$ cat config.mk
export PLATFORM = sky130hd
export DESIGN_NAME = mem_arbiter
export DESIGN_NICKNAME = d
export VERILOG_FILES = /design/src/rtl/mem_arbiter.sv
export SDC_FILE = /design/constraint.sdc
export NUM_CORES = 1
export LEC_CHECK = 0
export CAP_MARGIN = 40
export CORE_MARGIN = 2
export CORE_UTILIZATION = 43
export DETAILED_ROUTE_END_ITERATION = 7
export GPL_ROUTABILITY_DRIVEN = 0
export MAX_ROUTING_LAYER = met4
export PLACE_DENSITY = 0.85
export SETUP_SLACK_MARGIN = 0.1
export SYNTH_ARGS = -nofsm -noshare
export SYNTH_HDL_FRONTEND = slang
export SYNTH_SLANG_ARGS = --single-unit
$ cat constraint.sdc
create_clock -name mclk -period 3.4 [get_ports mclk]
set_input_delay 0.85 -clock mclk [delete_from_list [all_inputs] [get_ports mclk]]
set_output_delay 0.85 -clock mclk [all_outputs]
set_load 0.01 [all_outputs]
$ cat src/rtl/mem_arbiter.sv
// Two-port arbiter sharing one memory controller; one transaction outstanding at a time.
// Define ARB_ROUND_ROBIN_EN for round-robin tie-breaking; default build is fixed priority (p1 wins ties).
module mem_arbiter #(
  parameter int unsigned AW = 32,
  parameter int unsigned DW = 32
) (
  input  logic          mclk,
  input  logic          reset,
  input  logic          p0_req,
  input  logic          p0_rw,
  input  logic [1:0]    p0_size,
  input  logic [AW-1:0] p0_address,
  input  logic [DW-1:0] p0_write_data,
  output logic [DW-1:0] p0_read_data,
  output logic          p0_data_valid,
  input  logic          p1_req,
  input  logic          p1_rw,
  input  logic [1:0]    p1_size,
  input  logic [AW-1:0] p1_address,
  input  logic [DW-1:0] p1_write_data,
  output logic [DW-1:0] p1_read_data,
  output logic          p1_data_valid,
  output logic          m_rw_req,
  output logic          m_rw,
  output logic [1:0]    m_size,
  output logic [AW-1:0] m_address,
  output logic [DW-1:0] m_write_data,
  input  logic [DW-1:0] m_read_data,
  input  logic          m_data_valid,
  output logic [1:0]    grant
);

  typedef enum logic [1:0] {
    IDLE    = 2'd0,
    BUSY    = 2'd1,
    RELEASE = 2'd2
  } state_t;

  state_t state;
  logic   last_served;  // 1 = p1 served most recently
  logic   pick_p1_c;
  logic   granted_req_c;

  // Winner selection among ports requesting in IDLE
  always_comb begin
    pick_p1_c = p1_req;
`ifdef ARB_ROUND_ROBIN_EN
    if (p0_req && p1_req) begin
      pick_p1_c = ~last_served;
    end
`else
    pick_p1_c = p1_req;
`endif
  end

  assign granted_req_c = grant[1] ? p1_req : p0_req;

  always_ff @(posedge mclk) begin
    if (!reset) begin
      state         <= IDLE;
      last_served   <= 1'b1;
      grant         <= 2'b00;
      m_rw_req      <= 1'b0;
      m_rw          <= 1'b0;
      m_size        <= 2'b00;
      m_address     <= '0;
      m_write_data  <= '0;
      p0_read_data  <= '0;
      p1_read_data  <= '0;
      p0_data_valid <= 1'b0;
      p1_data_valid <= 1'b0;
    end else begin
      case (state)
        IDLE: begin
          if (p0_req || p1_req) begin
            m_rw_req <= 1'b1;
            state    <= BUSY;
            if (pick_p1_c) begin
              grant        <= 2'b10;
              m_rw         <= p1_rw;
              m_size       <= p1_size;
              m_address    <= p1_address;
              m_write_data <= p1_write_data;
            end else begin
              grant        <= 2'b01;
              m_rw         <= p0_rw;
              m_size       <= p0_size;
              m_address    <= p0_address;
              m_write_data <= p0_write_data;
            end
          end
        end
        BUSY: begin
          // Read data is returned for writes too; requester ignores it
          if (m_data_valid) begin
            m_rw_req <= 1'b0;
            state    <= RELEASE;
            if (grant[1]) begin
              p1_read_data  <= m_read_data;
              p1_data_valid <= 1'b1;
            end else begin
              p0_read_data  <= m_read_data;
              p0_data_valid <= 1'b1;
            end
          end
        end
        RELEASE: begin
          if (!granted_req_c && !m_data_valid) begin
            p0_data_valid <= 1'b0;
            p1_data_valid <= 1'b0;
            grant         <= 2'b00;
            last_served   <= grant[1];
            state         <= IDLE;
          end
        end
        default: state <= IDLE;
      endcase
    end
  end

endmodule
==> results.cfg <==
[sta]
slew_viol_final = 0
max_freq_ghz = 0.4155
setup_tns_ns = 0
finalClockSkew_ns = 0.008446
fin_crit_sh_pct = 70.78
hold_viol = 0
rsz0062_at_grt = no
finalSetupViolCount = 0
worst_pin_slew_ns = 0.8466
hold_slack_ns = 0.4501
fin_crit_ns = 2.407
max-slew-margin-rel_pct = 43.56

[die]
coreArea_mm2 = 0.01383
io_pins = 307
start_util_pct = 43.84
die_h_um = 122.7
dieWidth_um = 122.7
fp-row-count = 43
dieArea_mm2 = 0.01506

[cts]
cts_max_level = 4
numCtsBuffers = 17
post_cts_buffers = 0
insertion_delay_ns = 0.42
hold_buffers = 0
cts_resized = 0
clockBufferDepth = 2
clk_pin_slew_ns = 0.05
clock_sinks = 138
cts_root_buffer = clkbuf_16
cts_tree = built

[critical_path]
crit_family = buffers and inverters
crit_required_ns = 2.55
crit_chain = clkdlybuf4s50_1
cp_slowest_cell = clkdlybuf4s50_1
crit_type = flip-flop to primary output
critical_path.max_stage_delay_ns = 0.64
critPathBufInv = 1
cp-end-kind = primary output
crit_arrival_ns = 1.56
critPathMaxFanout = 7
crit_path_start_kind = flip-flop

[route]
firstDrtPassIters = 4
routedWlPerCell_um = 17.06
drtAntennaViolNets = 0
drt_iter0_markers = 417
via_count = 6161
viasPerCell = 5.311
route.detailed.drc = 0
wirelength_um = 19790

[placement]
place_hpwl_um = 13600
port_buffers = 306

[power]
static-leakage-power_uw = 0.003399
p_comb_share_pct = 22.6
total_power_uw = 4769
p_int_uw = 3486
peakVddDrop_v = 0.0003296
switchingPower_uw = 1283
powerDensity_mw_per_mm2 = 489.9
clockPowerShare_pct = 39.1
sw_frac_of_total_pct = 26.89
power_frac_seq_pct = 38.3

[global_routing]
grt-ovfl-total = 0
first_global_vias = 5999
grt_use_total_pct = 26.72
grt_pass1_wl_um = 30350
antenna_found_initial = 0
grt_max_degree = 81

[flow_run]
cap_violations = 0

[yosys]
synth_area_mm2 = 0.006062
synth_seq_cells = 138
syn_avg_cell_area_um2 = 8.672
synthesis.nets = 870
synth_warnings = 0
ys_types = 29
seq_area_frac_synth_pct = 45.57
synth_cells = 699

[worst_hold_path]
hp-class = flip-flop to flip-flop

[final_layout]
n_antenna_cell = 0
layout.nets = 1138
fill_cells = 1068
area_growth_syn_to_layout_pct = 60.58
drive_gt1_share_pct = 12.24

[status]
outcome = finished, final reports clean
==> final cells by class <==
class | count | area (um2) | area share, %
Multi-Input combinational cell | 489 | 2960 | 30.41
Timing Repair Buffer | 320 | 3186 | 32.72
Tap cell | 180 | 225.2 | 2.314
Clock buffer | 21 | 450.4 | 4.627
Clock inverter | 11 | 146.4 | 1.504
Inverter | 1 | 3.754 | 0.03856
Sequential cell | 138 | 2763 | 28.38
==> registers in the layout, summed over array words and instances, names as in the netlist <==
| signal | flops |
|---|---|
| m_write_data | 32 |
| m_size | 2 |
| m_rw_req | 1 |
| m_rw | 1 |
| m_address | 32 |
| p1_read_data | 32 |
| state | 2 |
| p0_data_valid | 1 |
| grant | 2 |
| p1_data_valid | 1 |
| p0_read_data | 32 |
==> metal layers <==
metal	GRT usage, %	part of all wire, %	wire length, um	vias up
met5	-	0	0	-
met4	14.44	4.8	944	0
met3	6.134	6.6	1315	68
met2	44.34	49	9714	257
met1	29.73	40	7819	2881
li1	-	-	-	2955
==> cell usage after synthesis <==
cell type	instances	area, um2
o31ai_1	2	15.01
buf_4	1	7.510
or2_1	1	6.260
inv_1	1	3.750
nor2_1	68	255.2
o31ai_4	1	21.27
or3b_1	1	8.760
a211oi_2	67	838.3
buf_2	16	80.08
o21ai_0	10	50.05
mux2_2	1	11.26
nor4b_2	1	15.01
nand4bb_1	1	11.26
o2111ai_1	1	8.760
o21a_1	3	22.52
and4b_1	1	10.01
nand4b_1	2	17.52
clkbuf_1	45	168.9
nand2_1	134	503.0
nor2_2	1	6.260
and2_1	1	6.260
a21boi_1	64	480.5
nor4bb_1	1	10.01
o21ai_1	59	295.3
buf_6	9	101.4
nor3_1	1	5.000
dfxtp_1	138	2763
a21oi_1	67	335.3
nand3_1	1	5.000
==> placed cells by master, fill, tap and decap left out <==
| master | instances |
|---|---|
| buf_2 | 1 |
| and4b_1 | 1 |
| clkbuf_8 | 1 |
| nand4b_1 | 2 |
| o2111ai_1 | 1 |
| clkdlybuf4s50_1 | 304 |
| o21a_1 | 3 |
| buf_4 | 13 |
| clkinvlp_4 | 2 |
| nor4b_2 | 1 |
| a211oi_2 | 67 |
| clkbuf_16 | 17 |
| bufinv_16 | 3 |
| a21boi_1 | 64 |
| a21oi_1 | 67 |
| nand2_1 | 134 |
| nand3_1 | 1 |
| or2_2 | 1 |
| nor2_1 | 68 |
| o21ai_1 | 59 |
| dfxtp_1 | 138 |
| clkinv_2 | 3 |
| nor4bb_4 | 1 |
| clkinv_4 | 3 |
| or3b_2 | 1 |
| o31ai_1 | 2 |
| inv_1 | 1 |
| and2_4 | 1 |
| nor3_1 | 1 |
| o21ai_0 | 10 |
| clkbuf_1 | 3 |
| buf_12 | 2 |
| nand4bb_1 | 1 |
| o31ai_4 | 1 |
| mux2_2 | 1 |
| nor2_4 | 1 |
==> power groups by stage <==
stage | Sequential [uW] | Combinational [uW] | Clock [uW]
floorplan | 1900 | 483 | 0
global placement | 1860 | 1070 | 0
detailed placement | 1860 | 1080 | 0
CTS | 1830 | 1080 | 1890
global route | 1840 | 1160 | 1970
finish | 1830 | 1080 | 1860
==> through the flow <==
step           instances  worst slack (ns)  cell area [um2]  util (%)
2_1_floorplan        699             1.380             6062         -
3_3_place_gp        1128            0.6296             9138     66.08
3_5_place_dp        1128            0.6250             9138     66.08
4_1_cts             1160            0.9413             9734     70.40
5_1_grt             1160            0.9248             9734     70.40
6_report            1160            0.9933             9734     70.40
==> cells by family (layout without fill, tap and decap cells) <==
family	Yosys count	in the layout	synth area share, %
buffers and inverters	72	353	5.965
AO/OA/AOI/OAI	274	274	34.10
multiplexers	1	1	0.1857
flip-flops	138	138	45.57
AND/OR/NAND/NOR	214	214	14.18
==> worst paths after layout <==
kind / startpoint / endpoint / slack, ns / depth (start not counted)
worst max-delay path: grant[1] / grant[1] / 0.99 / 1
worst max register to register: state[1] / m_address[20] / 1.19 / 4
worst min register to register: p1_read_data[20] / p1_read_data[20] / 0.45 / 2
worst min-delay path: p1_read_data[20] / p1_read_data[20] / 0.45 / 2
No activity file was read; power rests on OpenSTA's default activity.
